## src/rtl/decodifica_multiciclo_if.sv

```systemverilog
// Instruction fields in, datapath control out, between the multicycle control unit and its datapath.
interface decodifica_multiciclo_if;
  logic [1:0] Op;
  logic [5:0] Funct;
  logic [3:0] Rd;
  logic       PCS;
  logic       NextPC;
  logic       RegW;
  logic       MemW;
  logic       IRWrite;
  logic       AdrSrc;
  logic       ALUSrcA;
  logic [1:0] ALUSrcB;
  logic [1:0] ResultSrc;
  logic [1:0] ALUControl;
  logic [1:0] FlagW;
  logic [1:0] ImmSrc;
  logic [1:0] RegSrc;
  logic       Undef;

  // Control unit side: reads the IR fields, drives every enable and select.
  modport master (
    input  Op, Funct, Rd,
    output PCS, NextPC, RegW, MemW, IRWrite, AdrSrc, ALUSrcA, ALUSrcB,
           ResultSrc, ALUControl, FlagW, ImmSrc, RegSrc, Undef
  );

  // Datapath side: presents the IR fields, consumes the controls.
  modport slave (
    output Op, Funct, Rd,
    input  PCS, NextPC, RegW, MemW, IRWrite, AdrSrc, ALUSrcA, ALUSrcB,
           ResultSrc, ALUControl, FlagW, ImmSrc, RegSrc, Undef
  );
endinterface

```

## src/rtl/decodifica_multiciclo.sv

```systemverilog
// Multicycle ARM control unit: Moore sequencer, ALU decoder and PC-write logic.
// Write requests leave here unconditioned; the conditional stage gates them with CondEx.
module decodifica_multiciclo (
  input  logic                   CLK,
  input  logic                   RST_N,
  decodifica_multiciclo_if.master bus
);

  localparam int unsigned STATE_W = 4;

  typedef enum logic [STATE_W-1:0] {
    FETCH, DECODE, MEMADR, MEMRD, MEMWB, MEMWR, EXECR, EXECI, ALUWB, BRANCH
  } state_t;

  state_t state;
  state_t state_next;

  logic       irwrite, nextpc, regw, memw, adrsrc, alusrca, branch, undef, aluop;
  logic [1:0] alusrcb, resultsrc;
  logic [1:0] alucontrol, flagw;
  logic       cmd_ok, cmd_arith;

  always_ff @(posedge CLK) begin
    if (!RST_N) state <= FETCH;
    else        state <= state_next;
  end

  // Sequencing; instruction fields are only consulted from DECODE onward.
  always_comb begin
    state_next = FETCH;
    case (state)
      FETCH:  state_next = DECODE;
      DECODE: begin
        case (bus.Op)
          2'b01:   state_next = MEMADR;
          2'b00:   state_next = bus.Funct[5] ? EXECI : EXECR;
          2'b10:   state_next = BRANCH;
          default: state_next = FETCH;
        endcase
      end
      MEMADR: state_next = bus.Funct[0] ? MEMRD : MEMWR;
      MEMRD:  state_next = MEMWB;
      EXECR:  state_next = ALUWB;
      EXECI:  state_next = ALUWB;
      default: state_next = FETCH;
    endcase
  end

  // Per-state enables and selects.
  always_comb begin
    irwrite   = 1'b0;
    nextpc    = 1'b0;
    regw      = 1'b0;
    memw      = 1'b0;
    adrsrc    = 1'b0;
    alusrca   = 1'b0;
    alusrcb   = 2'b00;
    resultsrc = 2'b00;
    aluop     = 1'b0;
    branch    = 1'b0;
    undef     = 1'b0;
    case (state)
      FETCH: begin
        irwrite   = 1'b1;
        nextpc    = 1'b1;
        alusrca   = 1'b1;
        alusrcb   = 2'b10;
        resultsrc = 2'b10;
      end
      DECODE: begin
        alusrca   = 1'b1;
        alusrcb   = 2'b10;
        resultsrc = 2'b10;
        undef     = (bus.Op == 2'b11);
      end
      MEMADR: alusrcb = 2'b01;
      MEMRD:  adrsrc  = 1'b1;
      MEMWB: begin
        resultsrc = 2'b01;
        regw      = 1'b1;
      end
      MEMWR: begin
        adrsrc = 1'b1;
        memw   = 1'b1;
      end
      EXECR: aluop = 1'b1;
      EXECI: begin
        alusrcb = 2'b01;
        aluop   = 1'b1;
      end
      ALUWB: regw = 1'b1;
      BRANCH: begin
        alusrcb   = 2'b01;
        resultsrc = 2'b10;
        branch    = 1'b1;
      end
      default: ;
    endcase
  end

  // ALU decoder; unsupported commands fall back to ADD with no flag update.
  always_comb begin
    alucontrol = 2'b00;
    cmd_ok     = 1'b1;
    cmd_arith  = 1'b0;
    case (bus.Funct[4:1])
      4'b0100: begin alucontrol = 2'b00; cmd_arith = 1'b1; end
      4'b0010: begin alucontrol = 2'b01; cmd_arith = 1'b1; end
      4'b0000: alucontrol = 2'b10;
      4'b1100: alucontrol = 2'b11;
      default: cmd_ok = 1'b0;
    endcase
    if (!aluop || !cmd_ok) begin
      alucontrol = 2'b00;
      flagw      = 2'b00;
    end else begin
      flagw = {bus.Funct[0], bus.Funct[0] & cmd_arith};
    end
  end

  // Reset forces every write enable low and parks the selects at their FETCH values.
  assign bus.IRWrite    = RST_N & irwrite;
  assign bus.NextPC     = RST_N & nextpc;
  assign bus.RegW       = RST_N & regw;
  assign bus.MemW       = RST_N & memw;
  assign bus.Undef      = RST_N & undef;
  assign bus.PCS        = RST_N & (((bus.Rd == 4'b1111) & regw) | branch);
  assign bus.FlagW      = RST_N ? flagw      : 2'b00;
  assign bus.AdrSrc     = RST_N ? adrsrc     : 1'b0;
  assign bus.ALUSrcA    = RST_N ? alusrca    : 1'b1;
  assign bus.ALUSrcB    = RST_N ? alusrcb    : 2'b10;
  assign bus.ResultSrc  = RST_N ? resultsrc  : 2'b10;
  assign bus.ALUControl = RST_N ? alucontrol : 2'b00;
  assign bus.ImmSrc     = bus.Op;
  assign bus.RegSrc     = {bus.Op == 2'b01, bus.Op == 2'b10};

endmodule

```

## src/flat_wrapper.sv

```systemverilog
// flat-port wrapper written by rule: the top's interface ports become plain ports
module decodifica_multiciclo_flat 
  (CLK, RST_N, bus_Op, bus_Funct, bus_Rd, bus_PCS, bus_NextPC, bus_RegW, bus_MemW, bus_IRWrite, bus_AdrSrc, bus_ALUSrcA, bus_ALUSrcB, bus_ResultSrc, bus_ALUControl, bus_FlagW, bus_ImmSrc, bus_RegSrc, bus_Undef);
  decodifica_multiciclo_if bus_i ();
  input  logic CLK;
  input  logic RST_N;
  input wire logic [$bits(bus_i.Op)-1:0] bus_Op;
  input wire logic [$bits(bus_i.Funct)-1:0] bus_Funct;
  input wire logic [$bits(bus_i.Rd)-1:0] bus_Rd;
  output wire logic [$bits(bus_i.PCS)-1:0] bus_PCS;
  output wire logic [$bits(bus_i.NextPC)-1:0] bus_NextPC;
  output wire logic [$bits(bus_i.RegW)-1:0] bus_RegW;
  output wire logic [$bits(bus_i.MemW)-1:0] bus_MemW;
  output wire logic [$bits(bus_i.IRWrite)-1:0] bus_IRWrite;
  output wire logic [$bits(bus_i.AdrSrc)-1:0] bus_AdrSrc;
  output wire logic [$bits(bus_i.ALUSrcA)-1:0] bus_ALUSrcA;
  output wire logic [$bits(bus_i.ALUSrcB)-1:0] bus_ALUSrcB;
  output wire logic [$bits(bus_i.ResultSrc)-1:0] bus_ResultSrc;
  output wire logic [$bits(bus_i.ALUControl)-1:0] bus_ALUControl;
  output wire logic [$bits(bus_i.FlagW)-1:0] bus_FlagW;
  output wire logic [$bits(bus_i.ImmSrc)-1:0] bus_ImmSrc;
  output wire logic [$bits(bus_i.RegSrc)-1:0] bus_RegSrc;
  output wire logic [$bits(bus_i.Undef)-1:0] bus_Undef;
  assign bus_i.Op = bus_Op;
  assign bus_i.Funct = bus_Funct;
  assign bus_i.Rd = bus_Rd;
  assign bus_PCS = bus_i.PCS;
  assign bus_NextPC = bus_i.NextPC;
  assign bus_RegW = bus_i.RegW;
  assign bus_MemW = bus_i.MemW;
  assign bus_IRWrite = bus_i.IRWrite;
  assign bus_AdrSrc = bus_i.AdrSrc;
  assign bus_ALUSrcA = bus_i.ALUSrcA;
  assign bus_ALUSrcB = bus_i.ALUSrcB;
  assign bus_ResultSrc = bus_i.ResultSrc;
  assign bus_ALUControl = bus_i.ALUControl;
  assign bus_FlagW = bus_i.FlagW;
  assign bus_ImmSrc = bus_i.ImmSrc;
  assign bus_RegSrc = bus_i.RegSrc;
  assign bus_Undef = bus_i.Undef;
  decodifica_multiciclo u_core (.CLK(CLK), .RST_N(RST_N), .bus(bus_i));
endmodule
```

## config.mk

```make
export PLATFORM = sky130hd
export DESIGN_NAME = decodifica_multiciclo_flat
export DESIGN_NICKNAME = d
export VERILOG_FILES = /design/src/rtl/decodifica_multiciclo_if.sv /design/src/rtl/decodifica_multiciclo.sv /design/src/flat_wrapper.sv
export SDC_FILE = /design/constraint.sdc
export NUM_CORES = 1
export LEC_CHECK = 0
export BUFFER_PORTS_ARGS = -buffer_cell sky130_fd_sc_hd__buf_4
export CAP_MARGIN = 20
export CORE_AREA = 8 8 45 47
export DETAILED_ROUTE_END_ITERATION = 6
export DIE_AREA = 0 0 53 55
export HOLD_SLACK_MARGIN = 0.15
export MAX_ROUTING_LAYER = met4
export PLACE_DENSITY = 0.7
export RECOVER_POWER = 25
export SLEW_MARGIN = 25
export SYNTH_ARGS = -nofsm -noshare
export SYNTH_HDL_FRONTEND = slang
export SYNTH_SLANG_ARGS = --single-unit
```

## constraint.sdc

```tcl
create_clock -name CLK -period 1.6 [get_ports CLK]
set_clock_uncertainty 0.15 [all_clocks]
set_input_delay 0.16 -clock CLK [delete_from_list [all_inputs] [get_ports CLK]]
set_output_delay 0.16 -clock CLK [all_outputs]
set_load 0.01 [all_outputs]
```

==> results of run 1 <==
[layer usage]
| layer | share of wire, % | GRT usage, % | vias up |
|---|---|---|---|
| li1 | - | - | 300 |
| met1 | 43 | 12.6 | 272 |
| met2 | 47 | 20.9 | 26 |
| met3 | 7.7 | 3.21 | 5 |
| met4 | 2.2 | 5.17 | 0 |
| met5 | 0 | - | - |
[Yosys cell counts]
master | number | area share (%)
nor2_1 | 6 | 5.0
nor2b_1 | 6 | 8.3
buf_4 | 5 | 8.3
nand2_1 | 5 | 4.1
nand2b_1 | 5 | 6.9
dfxtp_1 | 4 | 18
nor3_1 | 4 | 4.4
a21oi_1 | 2 | 2.2
buf_2 | 2 | 2.2
nand3_1 | 2 | 2.2
o21ai_0 | 2 | 2.2
xnor2_1 | 2 | 3.9
xor2_1 | 2 | 3.9
a2111oi_2 | 1 | 3.3
a211oi_1 | 1 | 1.7
a21boi_0 | 1 | 1.7
a2bb2oi_1 | 1 | 1.9
a41oi_1 | 1 | 1.9
and2_1 | 1 | 1.4
and2b_2 | 1 | 1.9
and3_1 | 1 | 1.4
inv_1 | 1 | 0.83
nand3b_1 | 1 | 1.7
nand4_1 | 1 | 1.4
nor4_2 | 1 | 2.8
nor4b_1 | 1 | 1.9
o22ai_1 | 1 | 1.4
o31ai_1 | 1 | 1.7
o32a_1 | 1 | 2.2
[cell families (layout without fill, tap and decap cells)]
kind of cell    count (synthesis)  in the layout  synth area share (%)
compound gates                 12             12                  20.1
xor+xnor                        4              4                  7.71
buf+inv                         8             48                  11.3
flops                           4              4                  17.6
simple gates                   35             35                  43.3
[power breakdown]
| part | total, mW | switching [mW] | internal (mW) |
|---|---|---|---|
| Sequential | 0.123 | 0.0175 | 0.105 |
| Combinational | 0.198 | 0.0911 | 0.107 |
| Clock | 0.121 | 0.0373 | 0.0836 |
| Total | 0.442 | 0.146 | 0.296 |
[worst register-to-register path: stages, from the launching register on]
cell      delay, ns
dfxtp_4        0.35
buf_6          0.13
buf_4          0.13
nor2_2         0.11
nand3_1        0.08
a21boi_0       0.15
[final timing paths]
path / end / slack (ns) / depth (start not counted)
worst max-delay path: bus_FlagW[1] / -0.07 / 4
worst min-delay path: u_core.state[1] / 0.24 / 4
worst max register to register: u_core.state[3] / 0.41 / 5
worst min register to register: u_core.state[3] / 0.42 / 2
[per-stage QoR]
step	TNS [ns]	hold slack, ns	instance area (um^2)
3_3_place_gp	0	0.326	689
6_report	-0.394	0.240	907
2_1_floorplan	0	0.198	454
5_1_grt	-1.20	0.277	907
4_1_cts	-0.342	0.239	793
3_5_place_dp	0	0.336	689
[what timing repair did]
item | 4_1_cts | 5_1_grt
gates resized for setup | 10 | 20
endpoints found under the setup margin | 9 | 15
hold endpoints to repair | 3 | 0
pin swaps | 2 | 4
hold buffers | 3 | 0
setup buffers | 3 | 3
[final cells by class]
class                   instances  area (um^2)  share of cell area [%]
well taps                      16         20.0                    2.21
repair buffers                 44          353                    38.9
clock buffers                   3         22.5                    2.48
flip-flops and latches          4         95.1                    10.5
multi-input cells              51          413                    45.5
inverters                       1         3.75                   0.414
[cells in the final DEF (no fill, tap or decap), drive strengths merged, types with 2 or more instances in the layout]
cell,n
nand2,5
o21ai,2
nor2b,6
nand2b,5
xor2,2
a21oi,2
xnor2,2
buf,41
dlygate4sd3,3
clkbuf,3
nand3,2
nor3,4
nor2,6
dfxtp,4
==> summary.txt, run 1 <==
Status
  • Status: finished with violations
  • Failing checks: negative setup slack

Flow run
  • Max Cap Viol: 0

STA
  • Slew headroom: 78.4%
  • Final hold violations: 0
  • Max Freq: 598 MHz
  • Final WS setup: -0.0720 ns
  • Max-slew violation count: 0
  • Final count of negative-setup-slack endpoints: 10
  • Final Critical Period: 1.67 ns
  • Slew @ Worst Pin: 0.322 ns
  • RSZ-0062 raised after global routing: yes
  • Final worst-path cycle share: 105%

CTS
  • Clock sink count: 4
  • Clock latency on the worst-skew pair: 0.23 ns
  • Root Buffer: clkbuf_4
  • Clock Pin Slew Worst Setup and Hold Paths: 0.03 ns
  • CTS HTree Levels: 1
  • Longest Clk Path Bufs: 2
  • TritonCTS clock tree: built
  • Inserted Clock Buffers: 3

GRT
  • Initial antenna violation count: 0
  • Vias in the first global route: 611
  • Total gr overflow: 0
  • Largest net degree at the start of global routing: 12
  • First-pass GRT wire length: 2600 um
  • Total GRT Usage: 12.0%

Power and ir drop
  • Peak supply drop: 0.000300 V
  • Static leakage: 0.382 nW
  • Pwr Density: 487 nW/um^2
  • Power, Total: 442 uW

Drt
  • Wire length per cell: 14.8 um
  • Initial DRC Count: 5
  • WL final: 1760 um
  • Antenna viol nets, final: 0
  • Residual DRC: 0
  • Vias/cell: 5.07
  • 1st-pass router iterations: 4
  • Via count: 603

Min path
  • Min-delay src: bus_Funct[0]
  • Worst hold path type: in -> reg

Place
  • Gpl congestion: 0.733
  • Worst slack, placed: 0.0816 ns
  • Hpwl dp: 1160 um
  • Port Buf Inserts: 33
  • Placed insts: 107

Cells and area
  • Largest register by flop count: u_core.state
  • Final Util: 65.6%
  • Antenna Cells: 0
  • Layout fillers: 128
  • Largest register FFs: 4
  • Area delta synth->final: 99.7%
  • Layout cells sized above 1: 61.2%
  • Non-filler cells, final: 119
  • Largest regs: u_core.state x4
  • Layout Nets: 119

Floorplanning
  • Die height: 55 um
  • Chip Width: 53 um
  • Core Box Area: 1380 um^2
  • Io pins: 34
  • Site Rows: 14
  • Initial Util: 32.8%
  • Die Area: 2920 um^2

Synth
  • Unique masters post-synth: 29
  • Synth Register Bits: 4
  • Mapped cell area: 454 um^2
  • Avg Inst Size Synth: 7.21 um^2
  • Post-Syn Instances: 63
  • Syn Nets: 77
  • Yosys warning count: 0
  • Register area share after synthesis: 17.6%

Worst setup path
  • CP Launch Type: flip-flop
  • Slowest CP cell: dfxtp_4
  • Setup CP Type: reg -> out
  • Bufs and invs on worst path: 1
  • Crit path from: u_core.state[3]
  • Top cell family by delay on the critical path: simple AND/OR/NAND/NOR gates
  • Crit-path cells: and2b_2, nand4_1, a211oi_1, buf_4
  • R2R Path Start: u_core.state[1]
  • Setup crit end kind: output pin
  • Max incr delay on CP: 0.34 ns
  • Required time worst endpoint: 1.29 ns
  • Worst Path Arrival: 1.36 ns
  • Worst Path Max Fanout: 5
Note: power is estimated with default switching activity, not from simulation.
==> run 2: changes to the inputs <==
- clock period: 1.6 -> 2.1 ns (I/O delays scaled with it)
==> summary.txt, run 2 (synthesis gave the netlist of run 1 again) <==
GRT
  • Largest net degree at the start of global routing: 14
  • Vias in the first global route: 499
  • Total GRT Usage: 9.97%
  • Initial antenna violation count: 0
  • First-pass GRT wire length: 2190 um
  • Total gr overflow: 0

Drt
  • Wire length per cell: 12.7 um
  • Vias/cell: 5.00
  • Antenna viol nets, final: 0
  • Via count: 540
  • Initial DRC Count: 2
  • 1st-pass router iterations: 4
  • WL final: 1370 um
  • Residual DRC: 0

Cells and area
  • Largest regs: u_core.state x4
  • Layout cells sized above 1: 38.0%
  • Area delta synth->final: 50.1%
  • Largest register FFs: 4
  • Layout Nets: 108
  • Most common cell after layout, fill and taps aside: buf_4
  • Non-filler cells, final: 108
  • Antenna Cells: 0
  • Most frequent cells in the layout: 29 x buf_4, 6 x nor2_1, 6 x nor2b_1
  • Largest register by flop count: u_core.state

Worst setup path
  • Bufs and invs on worst path: 1
  • R2R Path Start: u_core.state[0]
  • Worst reg2reg endpoint: u_core.state[2]
  • Required time worst endpoint: 1.74 ns
  • Top cell family by delay on the critical path: flip-flops
  • Crit-path cells: nand2b_1, o22ai_1, and2_1, buf_4
  • Setup crit end kind: output pin
  • Slowest CP cell: dfxtp_1
  • CP Launch Type: flip-flop
  • Worst Path Max Fanout: 12
  • R2R cell count: 3
  • FF-to-FF setup slack: 0.70 ns
  • Crit path from: u_core.state[0]
  • Setup CP Type: reg -> out
  • Worst Path Arrival: 1.48 ns
  • Max incr delay on CP: 0.57 ns

Place
  • Placed insts: 105
  • Gpl congestion: 0.726
  • Port Buf Inserts: 33
  • Hpwl dp: 1110 um

Status
  • Status: finished, final reports clean

Floorplanning
  • Die height: 55 um
  • Io pins: 34
  • Core Box Area: 1380 um^2
  • Chip Width: 53 um
  • Die Area: 2920 um^2
  • Site Rows: 14
  • Initial Util: 32.8%

Min path
  • Min-delay src: bus_Funct[5]
  • Worst hold path type: in -> reg
  • Hold Path End: u_core.state[0]
  • Hold Path Stages: 3

CTS
  • TritonCTS clock tree: built
  • Root Buffer: clkbuf_4
  • Clock sink count: 4
  • Longest Clk Path Bufs: 2
  • Inserted Clock Buffers: 3
  • Clock Pin Slew Worst Setup and Hold Paths: 0.04 ns
  • CTS HTree Levels: 1
  • Hold_buf cts: 0
  • Clock latency on the worst-skew pair: 0.24 ns

STA
  • Max Freq: 544 MHz
  • Final count of negative-setup-slack endpoints: 0
  • Final Critical Period: 1.84 ns
  • Final hold violations: 0
  • RSZ-0062 raised after global routing: no
  • Final worst-path cycle share: 87.6%
  • Max-slew violation count: 0
  • Slew headroom: 71.8%
  • Setup TNS: 0 ns
  • Slew @ Worst Pin: 0.422 ns

Flow run
  • Max Cap Viol: 0

Power and ir drop
  • Static leakage: 0.294 nW
  • Pwr Density: 437 nW/um^2
  • Peak supply drop: 0.000285 V
[run 2: changes by cell type in the layout (fill, tap and decap cells not counted), sizes merged]
cell	previous run	this run
buf	41	29
clkbuf	3	7
dlygate4sd3	3	0
[run 2: how the worst max path moves through the flow]
| stage | endpoint | slack, ns | cells after the start |
|---|---|---|---|
| after floorplan | bus_NextPC | 0.53 | 4 |
| after global placement | bus_ALUControl[1] | 0.46 | 4 |
| after detailed placement | bus_ALUControl[1] | 0.42 | 4 |
| after CTS | bus_ALUControl[1] | 0.16 | 4 |
| after global routing | bus_ALUSrcB[0] | 0.1 | 4 |
| final | bus_ALUSrcB[0] | 0.26 | 4 |
[run 2: where the power goes]
group	switching [mW]	total, mW	internal (mW)
clock network	0.0335	0.0976	0.0641
logic	0.0487	0.103	0.0547
registers	0.0152	0.0969	0.0817
[run 2: worst register-to-register path, stage by stage, from the launching register on]
cell and delay, ns:
dfxtp_1 0.57, nand2b_1 0.21, o32a_1 0.33, nor2_1 0.08
[run 2: layout make-up]
cell class / count / area [um^2]
inverters: 1 / 3.75
fillers: 150 / 702
multi-input cells: 51 / 322
flip-flops and latches: 4 / 81.3
repair buffers: 33 / 233
well taps: 16 / 20.0
clock buffers: 3 / 22.5
[run 2: stage by stage]
step / power [mW] / setup WS [ns] / hold slack (ns) / utilization, % / instance area, um^2
detailed placement: 0.206 / 0.425 / 0.384 / 48.7 / 674
global route: 0.322 / 0.0975 / 0.166 / 49.3 / 682
floorplan: 0.158 / 0.528 / 0.248 / - / 454
CTS: 0.305 / 0.163 / 0.167 / 50.4 / 697
global placement: 0.204 / 0.457 / 0.383 / 48.7 / 674
finish: 0.298 / 0.261 / 0.168 / 49.3 / 682
[run 2: per-layer routing]
metal / up-vias / part of all wire (%) / track usage [%] / wire [um]
li1: 277 / - / - / -
met5: - / 0 / - / 0
met1: 240 / 46 / 11.7 / 628
met4: 0 / 0 / 2.59 / 0
met3: 0 / 11 / 5.35 / 151
met2: 23 / 43 / 14.5 / 590
[run 2: timing repair]
item,in CTS,in global routing
setup endpoints to repair,0,1
buffers inserted,0,0
resized for setup,0,1
endpoints found under the hold margin,0,0
